--- src/rtl/vector_divider2_pkg.sv ---
// Shared definitions for the vector divider: FSM state encoding, the bypass
// classification used for pairs that skip the iterative divider, and the pair stride.
package vector_divider2_pkg;

    typedef enum logic [2:0] {
        IDLE,
        RDA,
        RDB,
        LOAD,
        DIV,
        WRQ,
        WRR,
        DONE
    } state_t;

    // Pairs whose result is fixed without dividing: zero divisor, or signed MIN / -1.
    typedef enum logic [1:0] {
        BYP_NONE,
        BYP_DZ,
        BYP_OVF
    } byp_kind_t;

    // Each pair occupies a dividend word followed by a divisor word.
    localparam int PAIR_STRIDE = 2;

endpackage

--- src/rtl/seq_divcore.sv ---
// Unsigned restoring divider: loads magnitudes on start, then produces one
// quotient bit per cycle for NBITS cycles. last flags the final iteration.
module seq_divcore #(
    parameter int NBITS = 32
) (
    input  logic             clock,
    input  logic             reset,
    input  logic             start,
    input  logic [NBITS-1:0] dividend,
    input  logic [NBITS-1:0] divisor,
    output logic [NBITS-1:0] quotient,
    output logic [NBITS-1:0] remainder,
    output logic             last
);

    localparam int CW = $clog2(NBITS + 1);

    logic [NBITS-1:0] q_r, rem_r, d_r;
    logic [CW-1:0]    cnt_r;
    logic [NBITS:0]   shifted;
    logic             fits;
    logic [NBITS-1:0] rem_next;

    // The shifted partial remainder needs one extra bit before the trial subtract.
    always_comb begin
        shifted  = {rem_r, q_r[NBITS-1]};
        fits     = (shifted >= {1'b0, d_r});
        rem_next = fits ? NBITS'(shifted - {1'b0, d_r}) : shifted[NBITS-1:0];
    end

    // NOTE: state registers use non-blocking (<=) so every flop samples pre-edge values.
    always_ff @(posedge clock or negedge reset) begin
        if (!reset) begin
            q_r   <= '0;
            rem_r <= '0;
            d_r   <= '0;
            cnt_r <= '0;
        end else if (start) begin
            q_r   <= dividend;
            rem_r <= '0;
            d_r   <= divisor;
            cnt_r <= CW'(NBITS);
        end else if (cnt_r != '0) begin
            q_r   <= {q_r[NBITS-2:0], fits};
            rem_r <= rem_next;
            cnt_r <= cnt_r - CW'(1);
        end
    end

    assign quotient  = q_r;
    assign remainder = rem_r;
    assign last      = (cnt_r == CW'(1));

endmodule

--- src/rtl/vector_divider2.sv ---
// Walks Ndata dividend/divisor pairs in RAM, divides each (signed or unsigned)
// and overwrites the pair with quotient and remainder.
module vector_divider2
    import vector_divider2_pkg::*;
#(
    parameter int RAM_SIZE = 10,
    parameter int NBITS    = 32
) (
    input  logic                clock,
    input  logic                reset,
    input  logic                startvd,
    input  logic                signedvd,
    input  logic [RAM_SIZE-1:0] Base,
    input  logic [RAM_SIZE-1:0] Ndata,
    output logic [RAM_SIZE-1:0] Addr,
    output logic [NBITS-1:0]    Wdata,
    input  logic [NBITS-1:0]    Rdata,
    output logic                Wenable,
    output logic                busyvd,
    output logic                donevd,
    output logic [RAM_SIZE-1:0] dzcount
);

    localparam logic [NBITS-1:0] MOST_NEG = {1'b1, {(NBITS-1){1'b0}}};

    state_t              state_q, state_d;
    byp_kind_t           kind_q, load_kind;
    logic [RAM_SIZE-1:0] ptr_q, ndata_q, idx_q, dz_q;
    logic [RAM_SIZE-1:0] ptr_plus1;
    logic                sgn_q, q_neg_q, r_neg_q, last_pair;
    logic [NBITS-1:0]    a_q, a_mag, b_mag, core_q, core_r, q_word, r_word;
    logic                a_neg, b_neg, core_last;

    // In LOAD, Rdata carries the divisor; a_q holds the dividend captured in RDB.
    assign a_neg     = sgn_q & a_q[NBITS-1];
    assign b_neg     = sgn_q & Rdata[NBITS-1];
    assign a_mag     = a_neg ? -a_q : a_q;
    assign b_mag     = b_neg ? -Rdata : Rdata;
    assign ptr_plus1 = ptr_q + RAM_SIZE'(1);
    assign last_pair = (idx_q == ndata_q - RAM_SIZE'(1));

    seq_divcore #(.NBITS(NBITS)) u_core (
        .clock    (clock),
        .reset    (reset),
        .start    (state_q == LOAD),
        .dividend (a_mag),
        .divisor  (b_mag),
        .quotient (core_q),
        .remainder(core_r),
        .last     (core_last)
    );

    // NOTE: every always_comb output gets a default first so no path infers a latch.
    always_comb begin
        load_kind = BYP_NONE;
        if (Rdata == '0)
            load_kind = BYP_DZ;
        else if (sgn_q && a_q == MOST_NEG && Rdata == '1)
            load_kind = BYP_OVF;

        case (kind_q)
            BYP_DZ:  begin q_word = '1;       r_word = a_q; end
            BYP_OVF: begin q_word = MOST_NEG; r_word = '0;  end
            default: begin
                q_word = q_neg_q ? -core_q : core_q;
                r_word = r_neg_q ? -core_r : core_r;
            end
        endcase
    end

    always_comb begin
        state_d = state_q;
        Addr    = '0;
        Wdata   = '0;
        Wenable = 1'b0;
        case (state_q)
            IDLE: if (startvd) state_d = (Ndata == '0) ? DONE : RDA;
            RDA:  begin Addr = ptr_q;     state_d = RDB;  end
            RDB:  begin Addr = ptr_plus1; state_d = LOAD; end
            LOAD: state_d = (load_kind == BYP_NONE) ? DIV : WRQ;
            DIV:  if (core_last) state_d = WRQ;
            WRQ: begin
                Addr    = ptr_q;
                Wdata   = q_word;
                Wenable = 1'b1;
                state_d = WRR;
            end
            WRR: begin
                Addr    = ptr_plus1;
                Wdata   = r_word;
                Wenable = 1'b1;
                state_d = last_pair ? DONE : RDA;
            end
            DONE:    state_d = IDLE;
            default: state_d = IDLE;
        endcase
    end

    always_ff @(posedge clock or negedge reset) begin
        if (!reset) begin
            state_q <= IDLE;
            kind_q  <= BYP_NONE;
            ptr_q   <= '0;
            ndata_q <= '0;
            idx_q   <= '0;
            dz_q    <= '0;
            sgn_q   <= 1'b0;
            a_q     <= '0;
            q_neg_q <= 1'b0;
            r_neg_q <= 1'b0;
        end else begin
            state_q <= state_d;
            case (state_q)
                IDLE: if (startvd) begin
                    ptr_q   <= Base;
                    ndata_q <= Ndata;
                    sgn_q   <= signedvd;
                    idx_q   <= '0;
                    dz_q    <= '0;
                end
                RDB:  a_q <= Rdata;
                LOAD: begin
                    kind_q  <= load_kind;
                    q_neg_q <= a_neg ^ b_neg;
                    r_neg_q <= a_neg;
                    if (load_kind == BYP_DZ) dz_q <= dz_q + RAM_SIZE'(1);
                end
                WRR: begin
                    ptr_q <= ptr_q + RAM_SIZE'(PAIR_STRIDE);
                    idx_q <= idx_q + RAM_SIZE'(1);
                end
                default: ;
            endcase
        end
    end

    assign busyvd  = (state_q != IDLE) && (state_q != DONE);
    assign donevd  = (state_q == DONE);
    assign dzcount = dz_q;

endmodule

--- config.mk ---
export PLATFORM = sky130hd
export DESIGN_NAME = vector_divider2
export DESIGN_NICKNAME = d
export VERILOG_FILES = /design/src/rtl/vector_divider2_pkg.sv /design/src/rtl/seq_divcore.sv /design/src/rtl/vector_divider2.sv
export SDC_FILE = /design/constraint.sdc
export NUM_CORES = 1
export LEC_CHECK = 0
export BUFFER_PORTS_ARGS = -buffer_cell sky130_fd_sc_hd__clkbuf_2
export CAP_MARGIN = 20
export CELL_PAD_IN_SITES_DETAIL_PLACEMENT = 1
export CELL_PAD_IN_SITES_GLOBAL_PLACEMENT = 2
export CORE_ASPECT_RATIO = 2
export CORE_UTILIZATION = 36
export CTS_BUF_LIST = sky130_fd_sc_hd__clkbuf_16
export DETAILED_ROUTE_END_ITERATION = 12
export PLACE_DENSITY = 0.84
export SETUP_SLACK_MARGIN = 0.3
export SYNTH_ARGS = -nofsm -noshare
export SYNTH_HDL_FRONTEND = slang
export SYNTH_SLANG_ARGS = --single-unit
--- constraint.sdc ---
create_clock -name clock -period 3.2 [get_ports clock]
set_input_delay 0.32 -clock clock [delete_from_list [all_inputs] [get_ports clock]]
set_output_delay 0.32 -clock clock [all_outputs]
set_load 0.02 [all_outputs]
# Word level (Yosys, flattened, before mapping)
# Index checks and enable logic that the tools add are counted.
[word_totals] ff_bits=182 out_inout_bits=55 word_cells=96 in_bits=56
[classes] magnitude_cmp=1 eq_ne=18 reduce_logical=19 addsub=11 mux=30 bitwise=3
[op_table] cell="2-to-1 mux 32 bit" n=9
[op_table] cell="case mux 32 bit (2 select lines)" n=3
[op_table] cell="negator 32 bit" n=4
[op_table] cell="case mux 10 bit (2 select lines)" n=4
[op_table] cell="== test 32 bit (second input constant)" n=2
[op_table] cell=">= comparator 33 x 32 -> 1 bit" n=1
[op_table] cell="logical NOT 32 bit" n=1
[op_table] cell="subtractor 32 bit" n=1
[op_table] cell="adder 10 x 1 -> 10 bit (second input constant)" n=3
[op_table] cell="2-to-1 mux 10 bit" n=3
[op_table] cell="case mux 3 bit (8 select lines)" n=1
[op_table] cell="== test 3 bit (second input constant)" n=4
[op_table] cell="2-to-1 mux 3 bit" n=4
[op_table] cell="2-to-1 mux 6 bit" n=2
[op_table] cell="adder 10 x 2 -> 10 bit (second input constant)" n=1
[op_table] cell="== test 10 bit" n=1
[op_table] cell="logical NOT 10 bit" n=1
[op_table] cell="subtractor 10 x 1 -> 10 bit (second input constant)" n=1
[op_table] cell="== test 3 x 2 -> 1 bit (second input constant)" n=2
[op_table] cell="== test 6 x 1 -> 1 bit (second input constant)" n=1
[op_table] cell="inequality test 2 bit (second input constant)" n=3
[op_table] cell="AND reduction 2 bit" n=3
[op_table] cell="nonzero test 2 bit" n=3
[op_table] cell="nonzero test 6 bit" n=1
[op_table] cell="15 further kinds" n=23

# Longest topological paths before layout
# Gate-level depths: netlist of run 1.
[logic_depth] depth_word=8 mapped_depth=14 mapped_depth_nobuf=13

# Hierarchy
# From an unflattened synthesis of run 1, not the netlist that was laid out.
[hier_totals] cells_unflattened=1762 area_unflattened_um2=14451.4
[modules_own_cells] mod="vector_divider2" n_inst=1 area_per_inst_um2=7728.7 seq_area_each_um2=2001.9 cells_each=1008
[modules_own_cells] mod="seq_divcore" n_inst=1 area_per_inst_um2=6722.7 seq_area_each_um2=2552.4 cells_each=754

# Least setup slack after synthesis of run 1
# No wires, ideal clock.
[synth_timing] path_kind="register -> output" startpoint="register u_core.rem_r[6] (netlist: u_core.remainder[6])" endpoint="output Wdata[31]" required_ns=2.880 arrival_time_ns=2.928 path_stages_with_launch=9 setup_slack_ns=-0.048 n_path_buf=0 cell_sequence="dfrtp_1 > or4_4 > or3_1 > or2_1 > nand2b_4 > or3_4 > o31ai_1 > xor2_1 > o21ai_0"
[synth_between] elab_chain_len=4
[synth_rtl] item="start, declared" line="seq_divcore.sv:18" rtl="logic [NBITS-1:0] q_r, rem_r, d_r;"
[synth_rtl] item="start signal, assigned" line="seq_divcore.sv:45" rtl="rem_r <= rem_next;"
[synth_rtl] item="negator 32 bit" line="vector_divider2.sv:66" rtl="r_word = r_neg_q ? -core_r : core_r;"
[synth_rtl] item="2-to-1 mux 32 bit" line="vector_divider2.sv:66"
[synth_rtl] item="case mux 32 bit (2 select lines)" line="vector_divider2.sv:61" rtl="case (kind_q)"
[synth_rtl] item="case mux 32 bit (2 select lines)" line="vector_divider2.sv:76" rtl="case (state_q)"
[synth_rtl] item="end, declared" line="vector_divider2.sv:16" rtl="output logic [NBITS-1:0] Wdata,"
# No other way between the ends.

# Worst setup path in the final report of run 1
[layout_timing] startpoint="register u_core.rem_r[15] (netlist: u_core.remainder[15])" endpoint="output Wdata[29]"
# Same word-level chain as after synthesis.

==> summary.md, run 1 <==
| Metric | Value |
|---|---|
| Failing checks | `design-rule violations, negative setup slack` |
| Crit Path Class | `flop to primary output` |
| Drt total wl | `65.2 mm` |
| Worst Hold Class | `primary input to flop` |
| # clock sinks | `182` |
| I/O pin count | `111` |
| Flop2flop setup slack | `0 ns` |
| Gr ovfl total | `0` |
| Root Buffer Master | `clkbuf_16` |
| Vias in the first global route | `15,282` |
| Post-Syn Nets | `1,771` |
| Layout cells sized above 1 | `0.307` |
| H-Tree Level Count | `4` |
| Routed Antenna Nets | `0` |
| Combinational power share | `0.174` |
| Area of the multi-input gates | `9770 sq um` |
| Largest net degree at the start of global routing | `69` |
| Crit. path cell count | `9` |
| VDD IR max | `444 uV` |
| Hold WS | `0.0621 ns` |
| Hold Vio Cnt, Final | `0` |
| Final period util | `1.17` |
| EDFF count, synth | `0` |
| Row cnt | `99` |
| Critical path's slowest cell | `or4_4` |
| Period minus WS final | `3.75 ns` |
| Internal power | `3.91 mW` |
| NetSw | `1.88 mW` |
| Clock-pin slew of the registers on the worst-case setup and hold paths | `0.08 ns` |
| First-pass DRT Iterations | `8` |
| Post-Layout Cell Count | `2,378` |
| Synth Register Bits | `182` |
| 1st-iter DRT viols | `708` |
| Vias/cell | `6.11` |
| Count of cell types in the netlist | `70` |
| Leak Pwr | `7.75 nW` |
| Buf/Inv on CP | `2` |
| Top post-synthesis cells by count | `253 x nand2_1, 182 x dfrtp_1, 156 x o21ai_0` |
| IO buf count | `110` |
| Max Freq | `0.267 GHz` |
| Placed Cells incl. Taps | `2,304` |
| Most frequent cell after synthesis | `nand2_1` |
| # diodes | `0` |
| Initial antenna violation count | `0` |
| Syn Inst Count | `1,669` |
| Fill count | `4,242` |
| Clk_lat worst skew | `0.48 ns` |
| CP max stage delay | `0.63 ns` |
| Total power | `5.79 mW` |
| Clock power frac | `0.390` |
| Die area | `38,100 sq um` |
| CTS tree | `done` |
| Initial Util | `0.366` |
| Reg2Reg Depth | `13` |
| Hold Path Depth | `3` |
| Critical path startpoint category | `flop` |
| Dominant synthesized flop cell | `dfrtp_1` |
| Final Skew | `0.0136 ns` |
| All-Layer GR Usage | `0.319` |
| Status | `finished with violations` |
| Worst-path maximum fanout | `5` |
| Area leader, netlist | `dfrtp_1` |
| Critical Path RT | `2.88 ns` |
| Ys Warns | `0` |
| Routed WL per cell | `27.4 um` |
| DRC Markers | `2` |
| Synth top area cells | `dfrtp_1 34%, nand2_1 7.1%, xnor2_1 6.5%, o21ai_0 5.8%, a21oi_1 5.0%` |
| RSZ-0062 raised after global routing | `true` |
| CTS Buf Count | `17` |
| Bufs on Longest Clock Path | `2` |
| Sw frac | `0.324` |
| Register area share after synthesis | `0.339` |
| Async SR Flop Fraction | `1.00` |
| First-pass GRT wire length | `89.8 mm` |
| Vias post-DR | `14,527` |
| Crit-path leading delay family | `simple AND/OR/NAND/NOR gates` |
| Critical path, cell by cell | `or4_4 -> nor3_1 -> buf_4 -> nand2b_4 -> or3_4 -> o31ai_4 -> xor2_2 -> o221ai_2 -> clkbuf_8` |
| Final #Nets | `2,013` |
| Max_cap viols | `0` |
| Slew margin rel. | `0.410` |
| # setup viols final | `21` |
| Pwr Density | `318 nW/um^2` |
| DP Wirelength | `46.2 mm` |
| Synth-to-Final Area Change | `35.7%` |
| Gpl congestion | `0.993` |
| WP data arrival | `3.43 ns` |
| Die H | `275 um` |
| Worst setup margin | `-0.552 ns` |
| Slew @ Worst Pin | `0.876 ns` |
| Mapped Area | `13,400 sq um` |
| Max Slew Vio Count | `0` |
| Syn Area/Cell | `8.04 sq um` |
| Register area | `4570 sq um` |
| CP Capture Type | `primary output` |
| Core ar. | `36,700 sq um` |
| Die X | `139 um` |
| Yosys top cell area share | `0.339` |
| Sequential cell fraction of total power | `0.436` |
metrics by stage:
step	setup slack [ns]	utilization	cell area, sq um	TNS [ns]
after detailed placement	-0.0443	0.426	15600	-0.0997
final	-0.552	0.497	18200	-6.48
after CTS	-0.457	0.462	16900	-5.17
after global routing	-0.618	0.497	18200	-8.30
after floorplan	0.186	-	13500	0
after global placement	0.0389	0.426	15600	0
registers in the layout, indices dropped and copies added, names as in the netlist:
name and count:
dzcount 10, r_neg_q 1, ptr_q 10, u_core.d_r 32
idx_q 10, sgn_q 1, q_neg_q 1, ndata_q 10
kind_q 2, u_core.remainder 32, u_core.quotient 32, state_q 3
a_q 32, u_core.cnt_r 6
layout by cell type, fill, tap and decap left out, types with 36 or more instances in the layout:
cell / instances
a21oi_1: 103
o21ai_0: 134
xnor2_1: 93
nor2_1: 111
dfrtp_1: 173
ha_1: 36
nand3_1: 37
clkbuf_2: 87
buf_4: 170
nand2_1: 239
xor2_1: 60
inv_1: 52
power by group through the flow:
stage,logic (mW),clock network [mW],registers (mW)
2_1_floorplan,0.450,0,2.52
3_3_place_gp,0.842,0,2.55
3_5_place_dp,0.864,0,2.55
4_1_cts,0.911,2.28,2.51
5_1_grt,1.08,2.35,2.53
6_report,1.01,2.26,2.53
layer usage:
metal	share of wire	routed length [um]	global-route usage	vias to the layer above
li1	-	-	-	6437
met1	0.31	20500	0.268	7314
met2	0.53	34400	0.607	498
met3	0.043	2780	0.0512	278
met4	0.12	7500	0.351	0
met5	0	0	0	-
worst paths after layout:
| check | start | end |
|---|---|---|
| min in group asynchronous | reset | ptr_q[8] |
| hold reg to reg | u_core.d_r[16] | u_core.d_r[16] |
| max in group asynchronous | reset | dzcount[8] |
| setup / recovery | u_core.remainder[15] | Wdata[29] |
| setup reg to reg | u_core.quotient[31] | u_core.remainder[28] |
| hold / removal | Ndata[3] | ndata_q[3] |
cells by family after synthesis:
kind of cell	after synthesis	synth area share
AND/OR/NAND/NOR	596	0.209
XOR/XNOR	172	0.112
adder cells (fa/ha/maj)	46	0.0434
multiplexers	47	0.0376
buffers and inverters	146	0.0417
flip-flops	182	0.339
AO/OA/AOI/OAI	480	0.217
final cells by class:
cell class | instances | share of cell area
inverters | 59 | 0.0122
clock buffers | 17 | 0.0234
flip-flops and latches | 182 | 0.251
clock inverters | 15 | 0.0104
well taps | 454 | 0.0312
multi-input cells | 1341 | 0.536
repair buffers | 310 | 0.136
timing repair:
action,in CTS,in global routing
pin swaps,62,109
gates cloned,0,4
hold endpoints to repair,65,0
endpoints found under the setup margin,76,77
gates resized for setup,123,229
buffers inserted,20,17
hold buffers,1,0
tightest hold or removal path: cells and delay by family:
kind / cells / cell delay, ns
simple gates: 2 / 0.10
buf+inv: 1 / 0.09
(Power assumes the default switching activity.)
==> run 2: changes to the inputs <==
Settings changed: HOLD_SLACK_MARGIN from default to 0.15.
==> run 2 against run 1 <==
The flow still finishes with violations (design-rule violations, negative setup slack). Clock-buffer cell count stayed put. Cell count is 0.88% higher. Die area stayed put. Clock power hardly changed. Global-route usage is 0.079 points higher. Non-clock buffer count is 21 higher. Via count is 0.41% higher. Sequential power hardly changed. Hold slack better by 0.12 ns. Combinational power hardly changed. Flip-flop and latch count stayed put. Fmax is 0.86% lower. Critical path type unchanged. Critical endpoint unchanged. Largest power group unchanged.
==> summary.md, run 2 (synthesis results as in run 1) <==
| Metric | Value |
|---|---|
| Status | `finished with violations (unchanged)` |
| Failing checks | `design-rule violations, negative setup slack (unchanged)` |
| Launch point of the worst reg-to-reg path | `u_core.quotient[31] (unchanged)` |
| Reg2Reg Depth | `13 (unchanged)` |
| Final period util | `1.18 (was 1.17)` |
| H-Tree Level Count | `4 (unchanged)` |
| First-pass GRT wire length | `90.1 mm (was 89.8 mm)` |
| Slew margin rel. | `0.170 (was 0.410)` |
| CP max stage delay | `0.63 ns (about the same)` |
| Critical path, cell by cell | `or4_4 -> nor3_1 -> buf_4 -> nand2b_4 -> or3_4 -> o31ai_4 -> xor2_2 -> o221ai_2 -> clkbuf_8 (unchanged)` |
| Clk_lat worst skew | `0.47 ns (was 0.48 ns)` |
| Fill count | `4,229 (was 4,242)` |
| Leak Pwr | `7.84 nW (was 7.75 nW)` |
| Period minus WS final | `3.78 ns (was 3.75 ns)` |
| First-pass DRT Iterations | `10 (was 8)` |
| Slew @ Worst Pin | `1.23 ns (was 0.876 ns)` |
| VDD IR max | `446 uV (was 444 uV)` |
| Initial Util | `0.366 (unchanged)` |
| Gpl congestion | `0.993 (unchanged)` |
| # clock sinks | `182 (unchanged)` |
| Initial antenna violation count | `0 (unchanged)` |
| Pwr Density | `315 nW/um^2 (was 318 nW/um^2)` |
| Commonest non-fill, non-tap cell in the layout | `nand2_1 (unchanged)` |
| Critical Path RT | `2.88 ns (about the same)` |
| # diodes | `0 (unchanged)` |
| I/O pin count | `111 (unchanged)` |
| Flop2flop setup slack | `-0.01 ns (was 0 ns)` |
| Reg2reg end | `u_core.remainder[28] (unchanged)` |
| Core occupancy in the finished layout | `0.503 (was 0.497)` |
| Critical path's slowest cell | `or4_4 (unchanged)` |
| Final Skew | `0.0138 ns (was 0.0136 ns)` |
| Critical path startpoint category | `flop (unchanged)` |
| Layout cells sized above 1 | `0.304 (was 0.307)` |
| IO buf count | `110 (unchanged)` |
| Die X | `139 um (unchanged)` |
| Clock-pin slew of the registers on the worst-case setup and hold paths | `0.08 ns (about the same)` |
| Hold Path Depth | `2 (was 3)` |
| Max_cap viols | `0 (unchanged)` |
| Vias in the first global route | `15,381 (was 15,282)` |
| Buf/Inv on CP | `2 (unchanged)` |
| Hold Vio Cnt, Final | `0 (unchanged)` |
| Core ar. | `36,700 sq um (unchanged)` |
| All-Layer GR Usage | `0.320 (was 0.319)` |
| Final #Nets | `2,034 (was 2,013)` |
| Crit-path leading delay family | `simple AND/OR/NAND/NOR gates (unchanged)` |
| CTS Buf Count | `17 (unchanged)` |
| Row cnt | `99 (unchanged)` |
| # setup viols final | `22 (was 21)` |
| Drt total wl | `65.4 mm (was 65.2 mm)` |
| Vias post-DR | `14,586 (was 14,527)` |
| CTS tree | `done (unchanged)` |
| Gr ovfl total | `0 (unchanged)` |
| Die H | `275 um (unchanged)` |
| Die area | `38,100 sq um (unchanged)` |
| 1st-iter DRT viols | `737 (was 708)` |
| DRC Markers | `2 (unchanged)` |
| Max Freq | `0.264 GHz (was 0.267 GHz)` |
| Routed Antenna Nets | `0 (unchanged)` |
| Hold path startpoint | `Rdata[25] (was Ndata[3])` |
| Hold-critical path endpoint | `a_q[25] (was ndata_q[3])` |
| Largest net degree at the start of global routing | `69 (unchanged)` |
| Root Buffer Master | `clkbuf_16 (unchanged)` |
| RSZ-0062 raised after global routing | `true (unchanged)` |
| Worst Hold Class | `primary input to flop (unchanged)` |
| CP Capture Type | `primary output (unchanged)` |
| Worst setup margin | `-0.584 ns (was -0.552 ns)` |
| Max Slew Vio Count | `0 (unchanged)` |
| Worst-path maximum fanout | `5 (unchanged)` |
| Most frequent cells in the layout | `239 x nand2_1, 173 x dfrtp_1, 170 x buf_4 (unchanged)` |
| Vias/cell | `6.08 (was 6.11)` |
| Synth-to-Final Area Change | `37.3% (was 35.7%)` |
| DP Wirelength | `46.2 mm (unchanged)` |
| WP data arrival | `3.46 ns (was 3.43 ns)` |
| Routed WL per cell | `27.3 um (was 27.4 um)` |
| Crit Path Class | `flop to primary output (unchanged)` |
| Total power | `5.80 mW (was 5.79 mW)` |
| Bufs on Longest Clock Path | `2 (unchanged)` |
==> run 2: worst max path at each step <==
stage | startpoint | endpoint | cells past startpoint | slack, ns
2_1_floorplan | u_core.remainder[6] | Wdata[29] | 8 | 0.19
3_3_place_gp | u_core.quotient[31] | u_core.remainder[28] | 13 | 0.04
3_5_place_dp | u_core.quotient[17] | Wdata[25] | 9 | -0.04
4_1_cts | u_core.remainder[5] | Wdata[31] | 9 | -0.46
5_1_grt | u_core.remainder[15] | Wdata[29] | 9 | -0.62
6_report | u_core.remainder[15] | Wdata[29] | 9 | -0.58
==> run 2: layout make-up <==
cell class	count	area, sq um	area share
clock buffer	17	425	0.0231
clock inverter	15	190	0.0103
inverter	59	223	0.0121
multi-input combinational	1341	9770	0.530
sequential	182	4570	0.248
tap	454	568	0.0308
timing repair buffer	331	2690	0.146
==> run 2: layer usage <==
metal	part of all wire	track usage	vias to the layer above
li1	-	-	6479
met1	0.32	0.270	7335
met2	0.53	0.608	503
met3	0.041	0.0498	269
met4	0.11	0.352	0
met5	0	0	-
==> run 2: metrics by stage <==
step / hold WS, ns / setup slack (ns) / TNS (ns) / instances / instance area, sq um
5_1_grt: 0.180 / -0.618 / -8.15 / 2399 / 18400
3_5_place_dp: 0.362 / -0.0443 / -0.0997 / 2304 / 15600
3_3_place_gp: 0.358 / 0.0389 / 0 / 2304 / 15600
2_1_floorplan: 0.0244 / 0.186 / 0 / 1669 / 13500
4_1_cts: 0.161 / -0.457 / -5.17 / 2378 / 17100
6_report: 0.179 / -0.584 / -7.02 / 2399 / 18400
==> run 2: power by group <==
part | internal (mW) | switching [mW] | leakage (nW)
clock network | 1.12 | 1.12 | 0.295
logic | 0.416 | 0.614 | 5.31
registers | 2.39 | 0.135 | 2.23
==> run 2: what timing repair did <==
item	in CTS	in global routing
cloned	0	4
setup endpoints to repair	76	77
gates resized for setup	123	229
setup buffers	20	17
pin swaps	62	109
hold buffers	22	0
hold endpoints to repair	86	0
